==> src/rtl/risc_loader_pkg.sv <==
`default_nettype none
// ============================================================================
// Module      : risc_loader_pkg
// Description : Header field layout, state encodings and memory-select codes
//               shared by the RISCV_32 program loader.
// Revision    : 1.0
// ============================================================================
package risc_loader_pkg;

    localparam int c_hdr_go_bit   = 31;
    localparam int c_hdr_tgt_bit  = 30;
    localparam int c_hdr_cnt_lsb  = 16;
    localparam int c_hdr_cnt_w    = 10;
    localparam int c_hdr_base_lsb = 0;
    localparam int c_hdr_base_w   = 10;

    // Bits [29:26] and [15:10] are reserved and must be zero.
    localparam logic [31:0] c_hdr_rsvd_mask = 32'h3C00_FC00;

    localparam logic [1:0] c_st_hdr   = 2'd0;
    localparam logic [1:0] c_st_data  = 2'd1;
    localparam logic [1:0] c_st_start = 2'd2;
    localparam logic [1:0] c_st_run   = 2'd3;

    localparam logic c_mem_imem = 1'b0;
    localparam logic c_mem_dmem = 1'b1;

endpackage : risc_loader_pkg
`default_nettype wire

==> src/rtl/risc_loader_hdr_decode.sv <==
`default_nettype none
// ============================================================================
// Module      : risc_loader_hdr_decode
// Description : Combinational header field extraction and reserved-bit check.
// Revision    : 1.0
// ============================================================================
module risc_loader_hdr_decode
    import risc_loader_pkg::*;
(
    input  logic [31:0]               i_hdr,
    output logic                      o_go,
    output logic                      o_target,
    output logic [c_hdr_cnt_w-1:0]    o_count,
    output logic [c_hdr_base_w-1:0]   o_base,
    output logic                      o_rsvd_err
);

    assign o_go       = i_hdr[c_hdr_go_bit];
    assign o_target   = i_hdr[c_hdr_tgt_bit];
    assign o_count    = i_hdr[c_hdr_cnt_lsb +: c_hdr_cnt_w];
    assign o_base     = i_hdr[c_hdr_base_lsb +: c_hdr_base_w];
    assign o_rsvd_err = |(i_hdr & c_hdr_rsvd_mask);

endmodule : risc_loader_hdr_decode
`default_nettype wire

==> src/rtl/risc_prog_loader.sv <==
`default_nettype none
// ============================================================================
// Module      : risc_prog_loader
// Description : Streams headers/payload into the core's IMEM/DMEM, then starts
//               the core at a programmed PC and reclaims memories on HALTED.
// Revision    : 1.0
// ============================================================================
module risc_prog_loader
    import risc_loader_pkg::*;
#(
    parameter int ADDR_W = 10
)
(
    input  logic              clk1,
    input  logic              rst,
    input  logic              in_valid,
    output logic              in_ready,
    input  logic [31:0]       in_data,
    output logic              mem_we,
    output logic              mem_sel,
    output logic [ADDR_W-1:0] mem_addr,
    output logic [31:0]       mem_wdata,
    input  logic              core_halted,
    output logic              core_start,
    output logic [ADDR_W-1:0] core_pc_init,
    output logic              core_run,
    output logic              busy,
    output logic              err,
    output logic [31:0]       checksum
);

    logic [1:0]              r_state;
    logic                    r_sel;
    logic [ADDR_W-1:0]       r_base;
    logic [c_hdr_cnt_w-1:0]  r_cnt;
    logic [c_hdr_cnt_w-1:0]  r_idx;
    logic                    r_mem_we;
    logic [ADDR_W-1:0]       r_mem_addr;
    logic [31:0]             r_mem_wdata;
    logic [ADDR_W-1:0]       r_pc_init;
    logic                    r_err;
    logic [31:0]             r_checksum;

    logic                    w_go;
    logic                    w_target;
    logic [c_hdr_cnt_w-1:0]  w_hdr_count;
    logic [c_hdr_base_w-1:0] w_hdr_base;
    logic                    w_rsvd_err;
    logic                    w_beat;
    logic [ADDR_W:0]         w_addr_sum;
    logic                    w_in_range;
    logic                    w_last;

    risc_loader_hdr_decode u_hdr_decode (
        .i_hdr      (in_data),
        .o_go       (w_go),
        .o_target   (w_target),
        .o_count    (w_hdr_count),
        .o_base     (w_hdr_base),
        .o_rsvd_err (w_rsvd_err)
    );

    assign w_beat     = in_valid & in_ready;
    // One extra bit so an address past the top of memory is detectable.
    assign w_addr_sum = {1'b0, r_base} + (ADDR_W+1)'(r_idx);
    assign w_in_range = ~w_addr_sum[ADDR_W];
    assign w_last     = (r_idx == (r_cnt - 1'b1));

    always_ff @(posedge clk1) begin
        if (rst) begin
            r_state     <= c_st_hdr;
            r_sel       <= c_mem_imem;
            r_base      <= '0;
            r_cnt       <= '0;
            r_idx       <= '0;
            r_mem_we    <= 1'b0;
            r_mem_addr  <= '0;
            r_mem_wdata <= '0;
            r_pc_init   <= '0;
            r_err       <= 1'b0;
            r_checksum  <= '0;
        end else begin
            r_mem_we <= 1'b0;
            case (r_state)
                c_st_hdr: begin
                    if (w_beat) begin
                        if (w_rsvd_err) begin
                            r_err <= 1'b1;
                        end else if (w_go) begin
                            r_pc_init <= ADDR_W'(w_hdr_base);
                            r_state   <= c_st_start;
                        end else if (w_hdr_count != '0) begin
                            r_sel   <= w_target;
                            r_base  <= ADDR_W'(w_hdr_base);
                            r_cnt   <= w_hdr_count;
                            r_idx   <= '0;
                            r_state <= c_st_data;
                        end
                    end
                end
                c_st_data: begin
                    if (w_beat) begin
                        // Out-of-range words are still consumed to keep framing.
                        r_checksum  <= r_checksum ^ in_data;
                        r_mem_addr  <= w_addr_sum[ADDR_W-1:0];
                        r_mem_wdata <= in_data;
                        if (w_in_range) begin
                            r_mem_we <= 1'b1;
                        end else begin
                            r_err <= 1'b1;
                        end
                        r_idx <= r_idx + 1'b1;
                        if (w_last) begin
                            r_state <= c_st_hdr;
                        end
                    end
                end
                c_st_start: begin
                    r_state <= c_st_run;
                end
                c_st_run: begin
                    if (core_halted) begin
                        r_state <= c_st_hdr;
                    end
                end
                default: begin
                    r_state <= c_st_hdr;
                end
            endcase
        end
    end

    assign in_ready     = (r_state == c_st_hdr) | (r_state == c_st_data);
    assign busy         = (r_state == c_st_data);
    assign core_start   = (r_state == c_st_start);
    assign core_run     = (r_state == c_st_run);
    assign core_pc_init = r_pc_init;
    assign mem_we       = r_mem_we;
    assign mem_sel      = r_sel;
    assign mem_addr     = r_mem_addr;
    assign mem_wdata    = r_mem_wdata;
    assign err          = r_err;
    assign checksum     = r_checksum;

endmodule : risc_prog_loader
`default_nettype wire

==> config.mk <==
export PLATFORM = sky130hd
export DESIGN_NAME = risc_prog_loader
export DESIGN_NICKNAME = d
export VERILOG_FILES = /design/src/rtl/risc_loader_pkg.sv /design/src/rtl/risc_loader_hdr_decode.sv /design/src/rtl/risc_prog_loader.sv
export SDC_FILE = /design/constraint.sdc
export NUM_CORES = 1
export LEC_CHECK = 0
export BUFFER_PORTS_ARGS = -buffer_cell sky130_fd_sc_hd__buf_2
export CAP_MARGIN = 5
export CORE_UTILIZATION = 25
export DETAILED_ROUTE_END_ITERATION = 7
export GPL_TIMING_DRIVEN = 0
export PLACE_DENSITY = 0.55
export SLEW_MARGIN = 20
export SYNTH_ARGS = -nofsm -noshare
export SYNTH_HDL_FRONTEND = slang
export SYNTH_SLANG_ARGS = --single-unit
==> constraint.sdc <==
create_clock -name clk1 -period 4.55 [get_ports clk1]
set_input_delay 0.6825 -clock clk1 [delete_from_list [all_inputs] [get_ports clk1]]
set_output_delay 0.6825 -clock clk1 [all_outputs]
set_load 0.01 [all_outputs]
# ---- Word-level counts from Yosys, hierarchy flattened
# Cells that the tools add are included.
dict set report totals {
  reg_bits 119
}
dict set report classes {
  add_sub_neg 3
  n_eq_ne 14
  mux 20
  bitwise 7
  reduce_logical 11
}
# operator n
set ops {}
lappend ops {{$mux 10} 5}
lappend ops {{$xor 32x32->32} 1}
lappend ops {{$pmux 10 s2} 1}
lappend ops {{$mux 2} 7}
lappend ops {{$reduce_and 6->1} 2}
lappend ops {{$add 10x10->11} 1}
lappend ops {{$add 10x1->10 const B} 1}
lappend ops {{$eq 10x10->1} 1}
lappend ops {{$ne 2x2->1 const B} 5}
lappend ops {{$reduce_and 5->1} 2}
lappend ops {{$reduce_bool 10->1} 1}
lappend ops {{$reduce_or 10->1} 1}
lappend ops {{$sub 10x1->10 const B} 1}
lappend ops {{$ne 2x1->1 const B} 4}
lappend ops {{$pmux 2 s4} 1}
lappend ops {{$mux 1} 5}
lappend ops {{$eq 2x2->1 const B} 2}
lappend ops {{$not 1->1} 4}
lappend ops {{$reduce_and 4->1} 1}
lappend ops {{$ne 3x3->1 const B} 1}
lappend ops {{$reduce_or 3->1} 1}
lappend ops {{$eq 2x1->1 const B} 1}
lappend ops {{$logic_not 2->1} 1}
lappend ops {{$pmux 1 s2} 1}
lappend ops {{4 further kinds} 4}

# ---- Logic depth before layout (Yosys ltp)
# Gate-level depths: netlist (run 1).
dict set report logic_depth {
  ltp_word 6
  mapped_depth 9
  depth_no_buf 9
}

# ---- Cells and area by module
# A second synthesis (run 1) with hierarchy kept.
dict set report hier_totals {
  cells_unflattened 595
  hier_area_um2 5258.8
}
# mod n_inst cells_each area_per_inst_um2 seq_area_each_um2
set modules_own_cells {}
lappend modules_own_cells {risc_prog_loader 1 569 5072.4 2382.3}
lappend modules_own_cells {risc_loader_hdr_decode 1 26 186.4 0.0}

# ---- Least setup slack after synthesis (run 1)
# No wires, ideal clock.
dict set report synth_timing {
  path_type {input-to-reg}
  startpoint {input port in_data[19]}
  endpoint {register r_idx[4]}
  setup_ps 124
  t_arrival_ps 2108
  required_time_ps 4426
  slack_ps 2318
  path_stages 6
  path_buffers 0
  cell_sequence {or4_1 nor4_1 o21ai_1 nand4_1 xor2_1 nor2_1}
}
dict set report synth_between {
  elab_chain_cells 3
}
# item line
set synth_lines {}
lappend synth_lines {{from (decl)} risc_prog_loader.sv:18} ;# input logic [31:0] in_data,
lappend synth_lines {{$reduce_bool 10->1} risc_prog_loader.sv:92} ;# end else if (w_hdr_count != '0) begin
lappend synth_lines {{$ne 2x2->1 (no line)} -}
lappend synth_lines {{$reduce_and 6->1 (no line)} -}
lappend synth_lines {{to (signal assigned)} risc_prog_loader.sv:112} ;# r_idx <= r_idx + 1'b1;
lappend synth_lines {{to (decl)} risc_prog_loader.sv:36} ;# logic [c_hdr_cnt_w-1:0] r_idx;
# Every way passes these cells.
# A chain may end at the register's enable or synchronous reset.

# ---- Worst setup path after layout (run 1)
dict set report layout_timing {
  startpoint {register r_idx[2]}
  endpoint {register r_mem_we, in the netlist mem_we}
}
dict set report layout_between {
  elab_chain_cells 2
}
# item line
set layout_lines {}
lappend layout_lines {{$add 10x10->11} risc_prog_loader.sv:65} ;# assign w_addr_sum = {1'b0, r_base} + (ADDR_W+1)'(r_idx);
lappend layout_lines {{$mux 1} risc_prog_loader.sv:107} ;# if (w_in_range) begin
lappend layout_lines {{to (signal assigned)} risc_prog_loader.sv:76} ;# r_mem_we <= 1'b0;
lappend layout_lines {{to (signal assigned)} risc_prog_loader.sv:83} ;# r_mem_we <= 1'b0;
lappend layout_lines {{to (signal assigned)} risc_prog_loader.sv:108} ;# r_mem_we <= 1'b1;
lappend layout_lines {{to (decl)} risc_prog_loader.sv:37} ;# logic r_mem_we;
# Every way passes these cells.

==> results of run 1 <==
## logic make-up after synthesis
| group | Yosys count |
|---|---|
| AO/OA/AOI/OAI | 110 |
| XOR/XNOR | 58 |
| adder cells (fa/ha/maj) | 13 |
| buffers and inverters | 40 |
| flip-flops | 119 |
| multiplexers | 2 |
| AND/OR/NAND/NOR | 259 |
## worst max-delay path, cell delays in order (launching register included)
cell and delay [ns]:
sky130_fd_sc_hd__dfxtp_1 0.49, sky130_fd_sc_hd__ha_1 0.33, sky130_fd_sc_hd__nor2b_1 0.16, sky130_fd_sc_hd__o21ai_0 0.19, sky130_fd_sc_hd__a21boi_0 0.22, sky130_fd_sc_hd__o311ai_0 0.51, sky130_fd_sc_hd__nand2_1 0.11, sky130_fd_sc_hd__a2111oi_0 0.69
## registers in the layout, summed over array words and instances (netlist names), 2 cells and up
register      count
r_cnt            10
mem_wdata        32
r_idx            10
checksum         32
r_base           10
mem_addr         10
core_pc_init     10
r_state           2
## cell usage in the layout, fill, tap and decap left out, drive strengths merged, types with 3 or more instances in the layout
cell	synthesis	layout
xor2	49	49
and2	5	5
clkbuf	23	43
nand4	4	4
nor2	56	56
nor2b	4	4
o21ai	7	7
dfxtp	119	119
nor3	8	8
nor4	3	3
nand3	13	13
ha	12	12
bufinv	0	4
a2111oi	3	3
nand2	143	143
a21oi	76	76
clkinv	0	6
buf	6	132
a211oi	5	5
inv	11	11
and3	6	6
xnor2	9	9
nor4b	4	4
or4	4	4
## path summary, 6_finish.rpt
check                                  from           to  slack, ns  cells past startpoint
worst min-delay path            mem_addr[3]  mem_addr[3]       0.45                      2
worst max register to register     r_idx[2]       mem_we       1.69                      7
worst max-delay path               r_idx[2]       mem_we       1.69                      7
worst min register to register  mem_addr[3]  mem_addr[3]       0.45                      2
## power by group through the flow
stage | sequential [uW] | clock [uW] | combinational [uW]
floorplan | 1070 | 0 | 18.8
global placement | 1070 | 0 | 59.7
detailed placement | 1070 | 0 | 59.8
CTS | 1040 | 1450 | 60.2
global route | 1040 | 1490 | 65.0
finish | 1040 | 1420 | 59.6
## per-stage QoR
stage / power (uW) / instance area [um2] / worst slack [ns] / hold WS (ns) / util (%)
2_1_floorplan: 1085 / 5016 / 2.318 / 0.4362 / -
3_3_place_gp: 1126 / 5978 / 1.646 / 0.4376 / 30.52
3_5_place_dp: 1126 / 5978 / 1.717 / 0.4434 / 30.52
4_1_cts: 2551 / 6601 / 1.724 / 0.4510 / 33.70
5_1_grt: 2598 / 6601 / 1.425 / 0.4648 / 33.70
6_report: 2527 / 6601 / 1.686 / 0.4479 / 33.70
## area by class of cell
class                           instances  area share (%)
Inverter                               11          0.6255
Buffer                                 29           1.801
Timing Repair Buffer                  126           9.553
Multi-Input combinational cell        442           37.47
Clock buffer                           20           6.766
Tap cell                              265           5.023
Clock inverter                         12           2.672
Sequential cell                       119           36.09
## per-layer routing
| layer | up-vias | share of wire (%) | wire length, um | track usage [%] |
|---|---|---|---|---|
| li1 | 2309 | - | - | - |
| met1 | 2096 | 48 | 7366 | 19.37 |
| met2 | 95 | 46 | 7019 | 24.40 |
| met3 | 19 | 4.6 | 701 | 4.732 |
| met4 | 0 | 2.0 | 310 | 6.663 |
| met5 | - | 0 | 0 | 0 |
==> results, run 1 <==
- The flow ran to the end, and the final reports show no timing, DRC or antenna violations.
- The die covers about 0.021 mm2.
- STA classifies the critical path startpoint as a flop.
- The setup-violating endpoint count in the final report is 0.
- The number of buffers on the longest clock path is 2.
- The portion of synthesized area spent on multiplexers is 0.3991%.
- Across the VDD grid, the largest voltage drop is 0.2641 mV.
- Leaving out filler cells and counting taps, the final layout contains 1024.
- The internal power of the cells totals 1989 uW.
- Before antenna repair, the detailed router went through 4 iterations.
- The global-route congestion overflow total is 0.
- The via count of the first global-routing pass is 4367.
- The synthesis-to-layout area growth is 31.60%.
- The average vias per placed instance is ~4.4.
- The level count of the clock H-tree is 4.
- At the pin with the least slew margin, the transition time is a little under 0.8 ns.
- The net switching component of the power is roughly 540 uW.
- The synthesized cell area is 0.005016 mm2.
- By area the synthesized netlist is led by sky130_fd_sc_hd__dfxtp_1, sky130_fd_sc_hd__nand2_1, sky130_fd_sc_hd__xor2_1.
- The placement row count is 51.
- The switching share of power is between 20% and 30%.
- The dominant combinational cell family by area after synthesis is simple AND/OR/NAND/NOR gates.
- The clock period minus final worst setup slack is 2.864 ns.
- Summed over all layers, the routed wires come to 15400 um.
- The post-route clock skew is 0.006295 ns.
- Detailed placement finished with a half-perimeter wire length of 11550 um.
- Clock-pin slew was measured on the worst setup and hold paths at 0.06 ns.
- The first global-routing pass estimated 23730 um of wire.
- The flip-flop and latch count after synthesis is 119.
- Setup total negative slack on the finished layout was measured at 0 ns.
- The DRC violation count after routing is 0.
- The number of nets with antenna violations after detailed routing is 0.
- The initial antenna violation count is 0.
- The largest net degree at the start of global routing is 17.
- The path class of the tightest hold or removal check is reg2reg.
- The async set-or-reset flop fraction in the synthesized netlist is 0%.
- The most used flip-flop cell after synthesis is sky130_fd_sc_hd__dfxtp_1.
- Across the run, the number of max-cap violations was 0.
- Sorting the synthesized cells by how often they occur yields sky130_fd_sc_hd__nand2_1, sky130_fd_sc_hd__dfxtp_1, sky130_fd_sc_hd__a21oi_1.
- The aggregate global-route resource usage is 15.46%.
- The combinational share of power is 2.4%.
- The most common cell in the netlist is sky130_fd_sc_hd__nand2_1.
- Synthesis handed over a netlist of 601 instances.
- The multi-input combinational cells in the finished layout cover a total of ~0.0025 mm2.
- Of the available clock period, the critical path in the final layout requires 62.94%.
- After Yosys synthesis, and, or, nand and nor cells account for 22.85% of the synthesized area.
- The number of hold-slack violations in the final timing report was 0.
- Setup repair after global routing left no endpoint under its margin.
- The share of total power in sequential cells is 41.3%.
- The number of hold buffers added after CTS is 0.
- Routability-driven placement finished with a final weighted congestion of 0.8093.
- The worst max-slew margin expressed relative to the limit is 46.94%.
- The average wire per standard cell is 15.04 um.
- The clock latency reported for the late side of the worst-skew pair is 0.42 ns.
- Across all layers, the routed design uses around 4.5k vias.
- The total clock sinks is 119.
- The worst endpoint required time is ~4.8 ns.
- The number of nets produced by synthesis is between 600 and 700.
- The areal power density over the cells is 382.8 mW/mm2.
- The post-route netlist has between 20% and 30% of its cells at a drive strength greater than 1.
- between 100 and 150 I/O pins were placed.
- After floorplanning, the core was sized to cover 0.01959 mm2.
- The worst setup path is of the reg2reg kind.
- Fill cells in the final layout number 2105.
- The first routing iteration left 247 violations.
- For this design the static power due to leakage is 0.002816 uW.
- The highest clock rate is roughly 350 MHz.
- 0 antenna diodes ended up in the layout.
- The net count of the finished layout is 795.
- The flip-flop and latch area is 0.002382 mm2.
- The final number of max-transition violations was 0.
- The unique cell type count in the Yosys netlist is 51.
- Summing the areas of all compound-gate instances in the mapped netlist gives 12.55% of the synthesized area.
- The number of synthesis warnings is 0.
- The part of the power in the clock network is 56.3%.
- The count of input and output buffers is about 130.
- The share of the Yosys chip area taken by registers is 47.49%.
- The floorplan step set the die width to between 100 and 150 um.
- The starting density of the core is 25.61%.
- STA classifies the critical path endpoint as a flop.
- In this run, synthesis inferred 0 flip-flops with an integrated enable.
- The clock root buffer master is sky130_fd_sc_hd__clkbuf_16.
- Gates resized during post-CTS repair numbered 0.
- The height of the die is between 100 and 150 um.
- The TritonCTS clock tree is built.
- After Yosys synthesis, XOR and XNOR cells account for between 10% and 20% of the synthesized area.
- In this run, CTS created clock tree buffers numbering 17.
- The number of instances in the placed design is ~990.
- After Yosys synthesis, full adders, half adders and majority gates account for 3.392% of the synthesized area.
- The worst path arrival time is slightly above 3 ns.
- The number of buffers added for setup after CTS is 0.
- The biggest area consumer among synthesized cells is sky130_fd_sc_hd__dfxtp_1.
- The highest fanout seen on the critical path is 8.
- After synthesis, the largest area contributor takes up 47.49% of total cell area.
- The average instance in the mapped netlist occupies 8.346 um2.
No activity file was read; power rests on OpenSTA's default activity.
==> run 2: changes to the inputs <==
--- a/config.mk
+++ b/config.mk
@@ -10,7 +10,7 @@
 export CORE_UTILIZATION = 25
 export DETAILED_ROUTE_END_ITERATION = 7
 export GPL_TIMING_DRIVEN = 0
-export PLACE_DENSITY = 0.55
+export PLACE_DENSITY = 0.56
 export SLEW_MARGIN = 20
 export SYNTH_ARGS = -nofsm -noshare
 export SYNTH_HDL_FRONTEND = slang
==> constraint.sdc (replaced) <==
create_clock -name clk1 -period 2.6 [get_ports clk1]
set_input_delay 0.39 -clock clk1 [delete_from_list [all_inputs] [get_ports clk1]]
set_output_delay 0.39 -clock clk1 [all_outputs]
set_load 0.01 [all_outputs]
==> run 2 against run 1 <==
Compared with the run above:
- clock skew up 0.0043 ns
- via count up 0.69%
- global-route usage down 0.21 points
- sequential power up 76%
- first-iteration DRC count down 4.5%
- clock power up 80%
- register-to-register slack worse by 1.6 ns
- non-clock buffer count unchanged
- setup slack worse by 1.6 ns
- final cell count about the same
- maximum frequency up 15%
- power up 77%
- largest power group unchanged
- highest routed layer unchanged
==> results, run 2 (synthesis results as in run 1) <==
- The number of cell instances on the worst register-to-register path is 7.
- At the end of the flow the core is filled with cells to 33.83%.
- The count of input and output buffers is 126.
- The highest clock rate is 403.2 MHz.
- The DRC violation count after routing is 0.
- Buffers inserted during clock tree synthesis total 17.
- The placement row count is 51.
- Leaving out fill and tap cells, the most frequent cells in the layout are sky130_fd_sc_hd__nand2_1, sky130_fd_sc_hd__buf_2, sky130_fd_sc_hd__dfxtp_1.
- Data on the critical path arrives at its endpoint at 2.77 ns.
- The worst max-slew margin expressed relative to the limit is 41.67%.
- The dominant delay contributor by cell family on the critical path is compound AO/OA/AOI/OAI gates.
- Setup violations remaining at the end of the flow were counted as 0.
- The final clock period utilization by the worst path is 95.39%.
- The clock period minus final worst setup slack is 2.480 ns.
- The type of the worst setup path is reg2reg.
- Counting every sink on the clock net gives 119.
- The worst setup path is launched from a flop.
- The die is roughly 140 um tall.
- The number of max-capacitance violations reported is 0.
- The slowest cell on the critical path is sky130_fd_sc_hd__dfxtp_1.
- The tree is rooted in a sky130_fd_sc_hd__clkbuf_16.
- The routed design has around 15000 um of wire.
- The number of hold-slack violations in the final timing report was 0.
- The detailed router finished its first iteration with around 240 violations.
- The delay contributed by the slowest stage of the critical path is 0.50 ns.
- The largest net degree at the start of global routing is 17.
- The combinational share of power is ~2.3%.
- The switching share of power is between 20% and 30%.
- The global-route congestion overflow total is 0.
- The clock network accounts for between 50% and 60% of the total power.
- TritonCTS built the clock tree.
- The filler cells instantiated in the layout total 2113.
- In the routed layout, each cell is associated on average with a via count of 4.439.
- Once placement finished, the instance area stood at 0.005978 mm2.
- The starting density of the core is 25.61%.
- The final instance area is between 0.006 and 0.007 mm2.
- The start point of the worst hold path is core_halted.
- The number of cells on the worst hold path is 2.
- The critical path goes through ha_1 -> nor2b_1 -> o21ai_0 -> a21boi_2 -> o311ai_1 -> nand2_1 -> a2111oi_2.
- The initial antenna violation count is 1.
- Counting along the longest clock path gives a buffer depth of 2.
- STA classifies the critical path endpoint as a flop.
- The share of total power in sequential cells is 40.8%.
- The number of nets in the layout is around 800.
- The number of nets with antenna violations after detailed routing is 0.
- For the final database, setup skew stands at 0.01060 ns.
- For the pin with the worst max-slew slack, the measured transition is between 0.8 and 0.9 ns.
- After clock tree synthesis, the flow added hold-fix buffers numbering 0.
- Global routing consumed, over all layers together, between 15 and 20% of the routing resources.
- Measured along the x axis, the die boundary spans 143.7 um.
- Pin placement for this block handled 127 I/O pins.
- The reg-to-reg setup timing slack is 0.12 ns.
- After clock tree synthesis, the clock-pin slew on the worst setup and hold paths is 0.06 ns.
- On the final layout, the worst hold slack is 0.1861 ns.
- The average wire per standard cell is 15.09 um.
- The area growth from synthesis to layout is 32.13%.
- The min-delay analysis places its worst path in the category in2reg.
- The leakage power summed over all cells is between 0.002 and 0.003 uW.
- The global-route wire length before repair is approximately 23000 um.
- The areal power density over the cells is 675.3 mW/mm2.
- The final total power is roughly 4500 uW.
- The via count of the routed design is roughly 4.6k.
- The flow ran to the end, and the final reports show no timing, DRC or antenna violations.
- In this run the worst path has a maximum fanout of 8.
- The internal power of the cells totals 3491 uW.
- The via count of the first global-routing pass is 4269.
- The peak ir drop on the vdd network is 0.4694 mV.
- For the worst setup path, the data required time is 2.89 ns.
- The net switching component of the power is 984.3 uW.
- The endpoint identified for the worst register-to-register timing path is mem_we.
- After floorplanning, the core was sized to cover 0.01959 mm2.
- The detailed placer's ending HPWL is 11650 um.
- The global placement routability congestion is 0.8030.
- The level count of the clock H-tree is 4.
- The critical path contains buffers and inverters numbering 0 combined.
- Setup total negative slack on the finished layout was measured at 0 ns.
- The most common cell after layout, fill and taps aside is sky130_fd_sc_hd__nand2_1.
- The endpoint of the worst hold-timing path is r_state[1].
- The fraction of final layout cells sized beyond drive strength 1 is 22.27%.
- The die covers just over 0.02 mm2.
- In this run the critical register-to-register path is launched from r_idx[2].
- The number of optimization iterations in the first detailed-route pass is 4.
- The clock reaches the later pin of the worst-skew pair after 0.43 ns.
- The final number of max-transition violations was 0.
[run 2: changes by cell type in the layout (fill, tap and decap cells not counted), sizes merged]
cell	delta
diode	+1
inv	+4
clkbuf	-2
clkinv	-3
clkinvlp	+1
[run 2: cell type report]
cell class              count  area (um2)  share of cell area [%]
well taps                 265       331.6                   5.003
plain buffers              29       118.9                   1.793
multi-input cells         442        2485                   37.49
diodes                      1       2.502                 0.03776
inverters                  11       41.29                  0.6230
repair buffers            126       630.6                   9.515
clock inverters            14       196.4                   2.964
flip-flops and latches    119        2382                   35.94
clock buffers              18       439.2                   6.626
[run 2: timing repair]
item,4_1_cts,5_1_grt
resized for setup,2,4
setup buffers,0,0
setup endpoints to repair,1,4
[run 2: per-layer routing]
metal  wire, um  part of all wire, %  global-route usage [%]  vias to the layer above
li1           -                    -                       -                     2315
met1       6866                   44                   19.01                     2109
met2       7344                   47                   23.97                      108
met3        966                  6.2                   4.832                       18
met4        291                  1.9                   6.775                        0
met5          0                    0                       0                        -
[run 2: metrics by stage]
| stage | worst slack [ns] | std cells |
|---|---|---|
| 4_1_cts | 0.002086 | 1024 |
| 3_5_place_dp | -0.1736 | 992 |
| 6_report | 0.1197 | 1025 |
| 2_1_floorplan | 0.4407 | 601 |
| 3_3_place_gp | -0.2757 | 992 |
| 5_1_grt | -0.02106 | 1025 |
[run 2: power by group through the flow]
stage / clock network [uW] / registers, uW / logic, uW
global placement: 0 / 1870 / 103
CTS: 2580 / 1830 / 103
floorplan: 0 / 1870 / 32.8
finish: 2550 / 1830 / 102
global route: 2660 / 1830 / 111
detailed placement: 0 / 1870 / 103
[run 2: worst max-delay path by stage]
| stage | end | start | depth (start not counted) | slack, ns |
|---|---|---|---|---|
| finish | mem_we | r_idx[2] | 7 | 0.12 |
| global placement | mem_we | r_idx[2] | 7 | -0.28 |
| CTS | mem_we | r_idx[2] | 7 | 0.002 |
| detailed placement | mem_we | r_idx[2] | 7 | -0.17 |
| global route | mem_we | r_idx[2] | 7 | -0.02 |
| floorplan | mem_addr[6] | r_idx[0] | 9 | 0.44 |
